## src/rtl/apple_spawn_ctrl_if.sv

```systemverilog
// Occupancy query port between the apple spawner and the snake-body store.
// The spawner drives one query at a time; the store answers with a 1-cycle ack.
interface apple_spawn_ctrl_if;
  logic       req;
  logic [6:0] x;
  logic [5:0] y;
  logic       ack;
  logic       hit;

  modport master (output req, x, y, input ack, hit);
  modport slave  (input req, x, y, output ack, hit);
endinterface

```

## src/rtl/apple_spawn_ctrl.sv

```systemverilog
// Apple datapath sequencer: eat detection, score keeping, and placement of a
// new apple on a free grid cell (LFSR candidates first, row-major scan after
// too many rejects).
//
// state    | meaning
// ---------+------------------------------------------------------------
// S_ACTIVE | apple shown; watching for the head landing on it
// S_PLACE  | derive a candidate from the LFSR, range-check it
// S_QUERY  | random candidate query outstanding on the occupancy port
// S_SCAN   | row-major scan; req low for one cycle between scan queries
// S_WIN    | score hit the maximum; frozen until game_start
module apple_spawn_ctrl #(
  parameter int          INIT_X    = 20,
  parameter int          INIT_Y    = 19,
  parameter logic [15:0] LFSR_SEED = 16'hACE1,
  parameter int          MAX_TRIES = 8,
  parameter int          SCORE_MAX = 15
) (
  input  logic       clk,
  input  logic       reset,
  input  logic       i_game_start,
  input  logic       i_head_valid,
  input  logic [6:0] i_head_x,
  input  logic [5:0] i_head_y,
  input  logic [6:0] i_grid_x0,
  input  logic [5:0] i_grid_y0,
  input  logic [6:0] i_grid_w,
  input  logic [5:0] i_grid_h,
  apple_spawn_ctrl_if.master occ,
  output logic [6:0] o_apple_x,
  output logic [5:0] o_apple_y,
  output logic       o_apple_valid,
  output logic       o_eaten,
  output logic [3:0] o_score,
  output logic       o_win,
  output logic       o_busy
);
  localparam int TW = $clog2(MAX_TRIES + 1);

  typedef enum logic [2:0] {S_ACTIVE, S_PLACE, S_QUERY, S_SCAN, S_WIN} state_t;

  state_t          r_state,   w_state_nxt;
  logic [15:0]     r_lfsr;
  logic [TW-1:0]   r_tries,   w_tries_nxt;
  logic [6:0]      r_apple_x, w_apple_x_nxt;
  logic [5:0]      r_apple_y, w_apple_y_nxt;
  logic            r_apple_v, w_apple_v_nxt;
  logic            r_eaten,   w_eaten_nxt;
  logic [3:0]      r_score,   w_score_nxt;
  logic            r_req,     w_req_nxt;
  logic [6:0]      r_qx,      w_qx_nxt;
  logic [5:0]      r_qy,      w_qy_nxt;

  logic [6:0]      w_dx;
  logic [5:0]      w_dy;
  logic [3:0]      w_score_inc;
  logic [TW-1:0]   w_tries_inc;
  logic [6:0]      w_last_col;
  logic [5:0]      w_last_row;
  logic            w_free;

  assign w_dx        = r_lfsr[6:0];
  assign w_dy        = r_lfsr[13:8];
  assign w_score_inc = r_score + 4'd1;
  assign w_tries_inc = r_tries + TW'(1);
  assign w_last_col  = i_grid_x0 + i_grid_w - 7'd1;
  assign w_last_row  = i_grid_y0 + i_grid_h - 6'd1;
  // A cell is free only if the body store says so and the head is not on it.
  assign w_free      = !occ.hit && !((r_qx == i_head_x) && (r_qy == i_head_y));

  // Free-running LFSR (taps 16,14,13,11); game_start does not reseed it.
  always_ff @(posedge clk) begin
    if (reset) r_lfsr <= LFSR_SEED;
    else       r_lfsr <= {r_lfsr[14:0], r_lfsr[15] ^ r_lfsr[13] ^ r_lfsr[12] ^ r_lfsr[10]};
  end

  // State and datapath registers.
  always_ff @(posedge clk) begin
    if (reset) begin
      r_state   <= S_ACTIVE;
      r_tries   <= '0;
      r_apple_x <= 7'(INIT_X);
      r_apple_y <= 6'(INIT_Y);
      r_apple_v <= 1'b1;
      r_eaten   <= 1'b0;
      r_score   <= 4'd0;
      r_req     <= 1'b0;
      r_qx      <= 7'd0;
      r_qy      <= 6'd0;
    end else begin
      r_state   <= w_state_nxt;
      r_tries   <= w_tries_nxt;
      r_apple_x <= w_apple_x_nxt;
      r_apple_y <= w_apple_y_nxt;
      r_apple_v <= w_apple_v_nxt;
      r_eaten   <= w_eaten_nxt;
      r_score   <= w_score_nxt;
      r_req     <= w_req_nxt;
      r_qx      <= w_qx_nxt;
      r_qy      <= w_qy_nxt;
    end
  end

  // Next-state and datapath updates; game_start overrides every state.
  always_comb begin
    w_state_nxt   = r_state;
    w_tries_nxt   = r_tries;
    w_apple_x_nxt = r_apple_x;
    w_apple_y_nxt = r_apple_y;
    w_apple_v_nxt = r_apple_v;
    w_eaten_nxt   = 1'b0;
    w_score_nxt   = r_score;
    w_req_nxt     = r_req;
    w_qx_nxt      = r_qx;
    w_qy_nxt      = r_qy;
    if (i_game_start) begin
      w_state_nxt   = S_ACTIVE;
      w_tries_nxt   = '0;
      w_apple_x_nxt = 7'(INIT_X);
      w_apple_y_nxt = 6'(INIT_Y);
      w_apple_v_nxt = 1'b1;
      w_score_nxt   = 4'd0;
      w_req_nxt     = 1'b0;
    end else begin
      case (r_state)
        S_ACTIVE: begin
          if (i_head_valid && (i_head_x == r_apple_x) && (i_head_y == r_apple_y)) begin
            w_eaten_nxt   = 1'b1;
            w_score_nxt   = w_score_inc;
            w_apple_v_nxt = 1'b0;
            w_tries_nxt   = '0;
            w_state_nxt   = (w_score_inc == 4'(SCORE_MAX)) ? S_WIN : S_PLACE;
          end
        end
        S_PLACE: begin
          if ((w_dx >= i_grid_w) || (w_dy >= i_grid_h)) begin
            w_tries_nxt = w_tries_inc;
            if (w_tries_inc == TW'(MAX_TRIES)) begin
              w_state_nxt = S_SCAN;
              w_qx_nxt    = i_grid_x0;
              w_qy_nxt    = i_grid_y0;
            end
          end else begin
            w_qx_nxt    = i_grid_x0 + w_dx;
            w_qy_nxt    = i_grid_y0 + w_dy;
            w_req_nxt   = 1'b1;
            w_state_nxt = S_QUERY;
          end
        end
        S_QUERY: begin
          if (occ.ack) begin
            w_req_nxt = 1'b0;
            if (w_free) begin
              w_apple_x_nxt = r_qx;
              w_apple_y_nxt = r_qy;
              w_apple_v_nxt = 1'b1;
              w_state_nxt   = S_ACTIVE;
            end else begin
              w_tries_nxt = w_tries_inc;
              if (w_tries_inc == TW'(MAX_TRIES)) begin
                w_state_nxt = S_SCAN;
                w_qx_nxt    = i_grid_x0;
                w_qy_nxt    = i_grid_y0;
              end else begin
                w_state_nxt = S_PLACE;
              end
            end
          end
        end
        S_SCAN: begin
          if (!r_req) begin
            w_req_nxt = 1'b1;
          end else if (occ.ack) begin
            w_req_nxt = 1'b0;
            if (w_free) begin
              w_apple_x_nxt = r_qx;
              w_apple_y_nxt = r_qy;
              w_apple_v_nxt = 1'b1;
              w_state_nxt   = S_ACTIVE;
            end else if (r_qx == w_last_col) begin
              w_qx_nxt = i_grid_x0;
              w_qy_nxt = (r_qy == w_last_row) ? i_grid_y0 : r_qy + 6'd1;
            end else begin
              w_qx_nxt = r_qx + 7'd1;
            end
          end
        end
        S_WIN:   w_apple_v_nxt = 1'b0;
        default: w_state_nxt   = S_ACTIVE;
      endcase
    end
  end

  assign occ.req       = r_req;
  assign occ.x         = r_qx;
  assign occ.y         = r_qy;
  assign o_apple_x     = r_apple_x;
  assign o_apple_y     = r_apple_y;
  assign o_apple_valid = r_apple_v;
  assign o_eaten       = r_eaten;
  assign o_score       = r_score;
  assign o_win         = (r_state == S_WIN);
  assign o_busy        = (r_state == S_PLACE) || (r_state == S_QUERY) || (r_state == S_SCAN);
endmodule

```

## src/flat_wrapper.sv

```systemverilog
// flat-port wrapper written by rule: the top's interface ports become plain ports
module apple_spawn_ctrl_flat 
#(
  parameter int          INIT_X    = 20,
  parameter int          INIT_Y    = 19,
  parameter logic [15:0] LFSR_SEED = 16'hACE1,
  parameter int          MAX_TRIES = 8,
  parameter int          SCORE_MAX = 15
)
  (clk, reset, i_game_start, i_head_valid, i_head_x, i_head_y, i_grid_x0, i_grid_y0, i_grid_w, i_grid_h, o_apple_x, o_apple_y, o_apple_valid, o_eaten, o_score, o_win, o_busy, occ_req, occ_x, occ_y, occ_ack, occ_hit);
  apple_spawn_ctrl_if occ_i ();
  input  logic clk;
  input  logic reset;
  input  logic i_game_start;
  input  logic i_head_valid;
  input  logic [6:0] i_head_x;
  input  logic [5:0] i_head_y;
  input  logic [6:0] i_grid_x0;
  input  logic [5:0] i_grid_y0;
  input  logic [6:0] i_grid_w;
  input  logic [5:0] i_grid_h;
  output logic [6:0] o_apple_x;
  output logic [5:0] o_apple_y;
  output logic o_apple_valid;
  output logic o_eaten;
  output logic [3:0] o_score;
  output logic o_win;
  output logic o_busy;
  output wire logic [$bits(occ_i.req)-1:0] occ_req;
  output wire logic [$bits(occ_i.x)-1:0] occ_x;
  output wire logic [$bits(occ_i.y)-1:0] occ_y;
  input wire logic [$bits(occ_i.ack)-1:0] occ_ack;
  input wire logic [$bits(occ_i.hit)-1:0] occ_hit;
  assign occ_req = occ_i.req;
  assign occ_x = occ_i.x;
  assign occ_y = occ_i.y;
  assign occ_i.ack = occ_ack;
  assign occ_i.hit = occ_hit;
  apple_spawn_ctrl #(.INIT_X(INIT_X), .INIT_Y(INIT_Y), .LFSR_SEED(LFSR_SEED), .MAX_TRIES(MAX_TRIES), .SCORE_MAX(SCORE_MAX)) u_core (.clk(clk), .reset(reset), .i_game_start(i_game_start), .i_head_valid(i_head_valid), .i_head_x(i_head_x), .i_head_y(i_head_y), .i_grid_x0(i_grid_x0), .i_grid_y0(i_grid_y0), .i_grid_w(i_grid_w), .i_grid_h(i_grid_h), .occ(occ_i), .o_apple_x(o_apple_x), .o_apple_y(o_apple_y), .o_apple_valid(o_apple_valid), .o_eaten(o_eaten), .o_score(o_score), .o_win(o_win), .o_busy(o_busy));
endmodule
```

## config.mk

```make
export PLATFORM = sky130hd
export DESIGN_NAME = apple_spawn_ctrl_flat
export DESIGN_NICKNAME = d
export VERILOG_FILES = /design/src/rtl/apple_spawn_ctrl_if.sv /design/src/rtl/apple_spawn_ctrl.sv /design/src/flat_wrapper.sv
export SDC_FILE = /design/constraint.sdc
export NUM_CORES = 1
export LEC_CHECK = 0
export CAP_MARGIN = 20
export CORE_MARGIN = 3
export CORE_UTILIZATION = 50
export CTS_BUF_LIST = sky130_fd_sc_hd__clkbuf_4
export DETAILED_ROUTE_END_ITERATION = 8
export HOLD_SLACK_MARGIN = 0.15
export MAX_ROUTING_LAYER = met4
export PLACE_DENSITY = 0.87
export RECOVER_POWER = 25
export SKIP_CTS_REPAIR_TIMING = 1
export SYNTH_ARGS = -nofsm -noshare
export SYNTH_HDL_FRONTEND = slang
export SYNTH_SLANG_ARGS = --single-unit
```

## constraint.sdc

```tcl
create_clock -name clk -period 5.77 [get_ports clk]
set_clock_uncertainty 0.2 [all_clocks]
set_input_delay 1.4425 -clock clk [delete_from_list [all_inputs] [get_ports clk]]
set_output_delay 1.4425 -clock clk [all_outputs]
set_load 0.005 [all_outputs]
```

==> results of run 1 <==
[logic make-up after synthesis]
kind of cell | count (synthesis)
simple gates | 153
mux | 22
fa+ha+maj | 54
compound gates | 123
flops | 56
buf+inv | 92
xor+xnor | 71
[flip-flops by register name (all words and copies together) (netlist names)]
| register | cells |
|---|---|
| u_core.r_lfsr | 16 |
| u_core.o_apple_x | 7 |
| u_core.occ.x | 7 |
| u_core.o_apple_y | 6 |
| u_core.occ.y | 6 |
| u_core.o_score | 4 |
| u_core.r_tries | 4 |
| u_core.r_state | 3 |
| u_core.o_apple_valid | 1 |
| u_core.o_eaten | 1 |
| u_core.occ.req | 1 |
[cells in the final DEF (no fill, tap or decap), types with 9 or more instances in the layout]
master	count
mux2i_1	20
clkdlybuf4s50_1	72
dfxtp_1	56
nor2_1	44
nand3_1	16
ha_1	50
a21oi_1	35
o21ai_0	21
nand2_1	34
xnor2_1	49
xor2_1	20
nor2b_1	9
inv_1	62
[where the power goes]
| group | internal (mW) | switching, mW | total [mW] | leakage, nW |
|---|---|---|---|---|
| Combinational | 0.119 | 0.132 | 0.251 | 1.86 |
| Clock | 0.0508 | 0.142 | 0.193 | 0.0322 |
| Sequential | 0.395 | 0.00707 | 0.402 | 0.456 |
[cells in the mapped netlist (all sizes together) (7+ instances only)]
master / instances
or2: 8
a21oi: 38
nand4: 7
nor2: 44
ha: 50
xnor2: 50
mux2i: 20
and3: 7
xor2: 20
nand3: 16
nor2b: 9
clkbuf: 10
inv: 62
buf: 20
o21ai: 25
dfxtp: 56
nand2: 35
[worst max-delay path, delay by kind of cell]
kind,cells,cell delay [ns]
adders and majority gates,3,0.86
xor gates and xnor gates,2,0.33
buffers and inverters,4,0.73
and+or+nand+nor,1,0.23
AOI/OAI and AO/OA,4,1.08
[metrics by stage]
step / hold slack, ns / cell area (µm²) / utilization, % / std cells / worst slack [ns]
global placement: 0.198 / 5560 / 59.8 / 749 / 0.901
detailed placement: 0.203 / 5560 / 59.8 / 749 / 0.815
CTS: 0.244 / 5620 / 60.5 / 757 / 1.25
floorplan: 0.189 / 4790 / - / 571 / 1.67
finish: 0.242 / 5640 / 60.8 / 759 / 1.25
global route: 0.261 / 5640 / 60.8 / 759 / 1.07
[routing by layer]
metal	GRT usage (%)	part of all wire (%)	vias up	routed length (µm)
met5	-	0	-	0
met4	5.60	1.3	0	162
met3	3.24	7.2	16	868
met2	37.7	47	207	5700
met1	29.4	44	2026	5350
li1	-	-	2077	-
[layout make-up]
class | instances | area [µm²] | share of cell area [%]
clock buffer | 5 | 37.5 | 0.665
clock inverter | 3 | 25.0 | 0.443
inverter | 62 | 233 | 4.12
multi-input combinational | 423 | 3250 | 57.6
sequential | 56 | 1120 | 19.9
tap | 129 | 161 | 2.86
timing repair buffer | 81 | 817 | 14.5
[final timing paths]
kind	endpoint	slack [ns]	start	cells past startpoint
worst max-delay path	u_core.occ.y[1]	1.25	i_grid_x0[1]	14
worst min-delay path	u_core.r_lfsr[15]	0.24	u_core.r_lfsr[14]	1
worst max register to register	u_core.occ.x[5]	2.66	u_core.r_lfsr[0]	9
worst min register to register	u_core.r_lfsr[15]	0.24	u_core.r_lfsr[14]	1
==> flow_metrics.py, run 1 <==
metrics = {
    "worst_setup_path": {
        "path_cells": "clkdlybuf4s50_1, inv_1, ha_1, inv_1, ha_1, inv_1, fa_1, xnor2_1, xnor2_1, and4_1, o2111ai_4, a21boi_4, o21ai_0, o221a_2",
        "crit_path_top_delay_cell": "clkdlybuf4s50_1",
        "required_ns": 5.90,
        "critPathMaxFanout": 14,
        "end_kind": "flip-flop",
        "crit_path_start_kind": "input port",
        "cp.arrival_ns": 4.66,
        "critPathKind": "input port to flip-flop",
        "max_stage_delay_ns": 0.51,
        "cp_common_cell": "inv_1",
    },
    "power": {
        "power_density_nw_per_um2": 150,
        "power.total_mw": 0.846,
        "leakage_nw": 2.35,
        "peakVddDrop_uv": 90.8,
    },
    "logic_synthesis": {
        "synth_compound_gate_area_share_pct": 18.2,
        "synthTopCellsByArea": "dfxtp_1 23%, ha_1 13%, xnor2_1 9.0%, inv_1 4.9%, mux2i_1 4.2%",
        "netlist_instances": 571,
        "synth-seq-cells": 56,
        "synth_top_cell_area_share_pct": 23.4,
        "synthAdderAreaFrac_pct": 14.7,
        "synthXorXnorAreaFrac_pct": 13.5,
        "synth_area_um2": 4790,
        "synth_top_area_cell": "dfxtp_1",
        "muxShareOfSynthArea_pct": 4.65,
        "synth_top_family_by_area": "compound AO/OA/AOI/OAI gates",
        "synth_fp_nets": 670,
        "ys_async_sr_fraction_pct": 0,
        "yosysWarningCount": 0,
        "ys.flop_type": "dfxtp_1",
        "seq_area_frac_synth_pct": 23.4,
        "synth_edf_count": 0,
        "avgSynthCellArea_um2": 8.38,
        "synthDistinctLibCells": 68,
        "synth-simple-area-share_pct": 16.6,
    },
    "drt": {
        "routed_via_density": 5.70,
        "drtPass1Iterations": 5,
        "first_iter_violations": 410,
        "vias": 4326,
        "drt-total-wl_mm": 12.1,
        "drc_errors": 0,
        "drtAntennaViolNets": 0,
        "detail_route.wl_per_cell_um": 15.9,
    },
    "floorplan": {
        "die_area_um2": 10800,
        "ios": 80,
        "start_util_pct": 51.6,
        "core-area_um2": 9280,
        "die_height_um": 104,
        "rows": 35,
        "die_x_um": 104,
    },
    "placement": {
        "hpwlAfterDp_mm": 9.51,
        "gp_routability_congestion": 0.919,
        "port_buffers": 79,
    },
    "timing": {
        "drv_slew": 0,
        "report.final.setup_viol": 0,
        "rsz0062_at_grt": "no",
        "hold_viol_final": 0,
        "worstMarginPinSlew_ns": 0.853,
        "period_share_pct": 78.4,
        "finalCriticalPeriod_ns": 4.52,
        "fmax_mhz": 221,
        "timing.setup.tns_ns": 0,
        "maxSlewHeadroom_pct": 42.9,
    },
    "cells_and_area": {
        "n_fill_cell": 803,
        "finalNetCount": 728,
        "drive_above_1_share_pct": 6.67,
        "insertedDiodeCount": 0,
        "syn_to_final_growth_pct": 17.9,
    },
    "grt": {
        "grt_pass1_vias": 4194,
        "gr-total-overflow": 0,
        "grt_usage_pct": 22.7,
        "grt_pass1_wl_mm": 20.1,
        "grt_max_degree": 27,
        "antenna_found_initial": 0,
    },
    "clock_tree": {
        "clk_pin_slew_worst_paths_ns": 0.19,
        "cts-buffers-inserted": 5,
        "clk_path_buf_depth": 2,
        "clockRootBuffer": "clkbuf_4",
        "htree_levels": 2,
        "worstSkewPairLatency_ns": 0.41,
        "cts.sinks": 56,
        "cts_tree": "built",
    },
    "run": {
        "drv_cap": 0,
    },
    "run_status": {
        "outcome": "finished clean",
    },
    "min_path": {
        "hold_class": "flip-flop to flip-flop",
    },
}
Power figures use the tool's default switching activity.
==> run 2: changes to the inputs <==
PLACE_DENSITY = 0.9   (was 0.87)
clock period = 4.1 ns   (was 5.77 ns; I/O delays follow)
==> flow_metrics.py, run 2 (synthesized netlist as in run 1, its figures left out) <==
metrics = {
    "worst_setup_path": {
        "cp_common_cell": "inv_1",
        "crit_path_top_delay_cell": "clkdlybuf4s50_1",
        "critPathMaxFanout": 6,
        "crit_path_start_kind": "input port",
        "max_stage_delay_ns": 0.50,
        "end_kind": "flip-flop",
        "crit_buf_inv": 4,
        "path_cells": "clkdlybuf4s50_1, inv_1, ha_1, inv_1, ha_1, inv_1, fa_1, xor3_1, nand4_1, nor3_2, nand3b_4, and3_1, o31a_1, a21oi_2",
        "required_ns": 4.26,
        "critPathTopFamily": "adder cells",
        "cp.arrival_ns": 4.03,
        "critPathKind": "input port to flip-flop",
    },
    "drt": {
        "vias": 4329,
        "drtPass1Iterations": 6,
        "first_iter_violations": 216,
        "drt-total-wl_mm": 12.6,
        "drc_errors": 0,
        "routed_via_density": 5.53,
        "detail_route.wl_per_cell_um": 16.1,
        "drtAntennaViolNets": 0,
    },
    "clock_tree": {
        "htree_levels": 2,
        "clockRootBuffer": "clkbuf_4",
        "cts_tree": "built",
        "cts.sinks": 56,
        "cts-buffers-inserted": 5,
        "clk_path_buf_depth": 2,
        "worstSkewPairLatency_ns": 0.42,
        "clk_pin_slew_worst_paths_ns": 0.17,
    },
    "timing": {
        "report.final.setup_viol": 0,
        "worstMarginPinSlew_ns": 1.06,
        "finalCriticalPeriod_ns": 3.87,
        "rsz0062_at_grt": "no",
        "fmax_mhz": 259,
        "hold_viol_final": 0,
        "maxSlewHeadroom_pct": 29.1,
        "final.setup.worst_slack_ns": 0.235,
        "drv_slew": 0,
        "period_share_pct": 94.3,
    },
    "floorplan": {
        "die_x_um": 104,
        "die_height_um": 104,
        "start_util_pct": 51.6,
        "rows": 35,
        "ios": 80,
        "die_area_um2": 10800,
        "core-area_um2": 9280,
    },
    "cells_and_area": {
        "top_register": "u_core.r_lfsr",
        "fin_util_pct": 62.8,
        "layout_common_cells": "72 x clkdlybuf4s50_1, 62 x inv_1, 56 x dfxtp_1, 50 x ha_1, 49 x xnor2_1",
        "n_fill_cell": 796,
        "finalNetCount": 752,
        "final_common_cell": "clkdlybuf4s50_1",
        "syn_to_final_growth_pct": 21.9,
        "largest_register_ff_count": 16,
        "insertedDiodeCount": 0,
        "drive_above_1_share_pct": 10.1,
    },
    "placement": {
        "place_ws_ns": -0.174,
        "hpwlAfterDp_mm": 10.2,
        "port_buffers": 79,
        "gp_routability_congestion": 0.914,
    },
    "grt": {
        "grt_pass1_wl_mm": 21.0,
        "grt_pass1_vias": 4356,
        "antenna_found_initial": 0,
        "gr-total-overflow": 0,
        "grt_max_degree": 27,
        "grt_usage_pct": 24.1,
    },
    "run_status": {
        "outcome": "finished clean",
    },
    "power": {
        "peakVddDrop_uv": 131,
        "leakage_nw": 2.47,
        "power_density_nw_per_um2": 217,
    },
    "min_path": {
        "hold_class": "flip-flop to flip-flop",
    },
    "run": {
        "drv_cap": 0,
    },
}
-- run 2: path summary, 6_finish.rpt --
check | startpoint | endpoint | slack, ns | cells past startpoint
max reg2reg | u_core.r_lfsr[0] | u_core.r_tries[0] | 1.23 | 9
min | u_core.r_lfsr[14] | u_core.r_lfsr[15] | 0.24 | 1
min reg2reg | u_core.r_lfsr[14] | u_core.r_lfsr[15] | 0.24 | 1
max | i_grid_y0[1] | u_core.occ.y[5] | 0.23 | 14
-- run 2: cell type report --
type | instances | area, µm² | area share (%)
multi-input combinational | 423 | 3250 | 55.7
sequential | 56 | 1120 | 19.2
timing repair buffer | 105 | 986 | 16.9
inverter | 62 | 233 | 3.99
tap | 129 | 161 | 2.77
clock inverter | 3 | 46.3 | 0.793
clock buffer | 5 | 37.5 | 0.643
-- run 2: metrics by stage --
stage | instance area, µm² | power (mW) | hold slack [ns] | cells | setup TNS, ns
2_1_floorplan | 4790 | 0.813 | 0.189 | 571 | 0
3_3_place_gp | 5750 | 0.929 | 0.198 | 775 | -0.262
3_5_place_dp | 5750 | 0.950 | 0.201 | 775 | -0.982
4_1_cts | 5830 | 1.27 | 0.243 | 783 | 0
5_1_grt | 5830 | 1.34 | 0.270 | 783 | 0
6_report | 5830 | 1.27 | 0.245 | 783 | 0
-- run 2: per-layer routing --
layer	vias to the layer above	routed length, µm	track usage (%)
met5	-	0	-
met4	0	187	5.89
met3	26	779	4.61
met2	146	6300	42.4
met1	2038	5340	28.4
li1	2119	-	-
-- run 2: report_power, final --
part	internal (mW)	switching [mW]	total (mW)
Combinational	0.183	0.193	0.377
Sequential	0.556	0.0100	0.566
Clock	0.132	0.194	0.326
Total	0.871	0.397	1.27
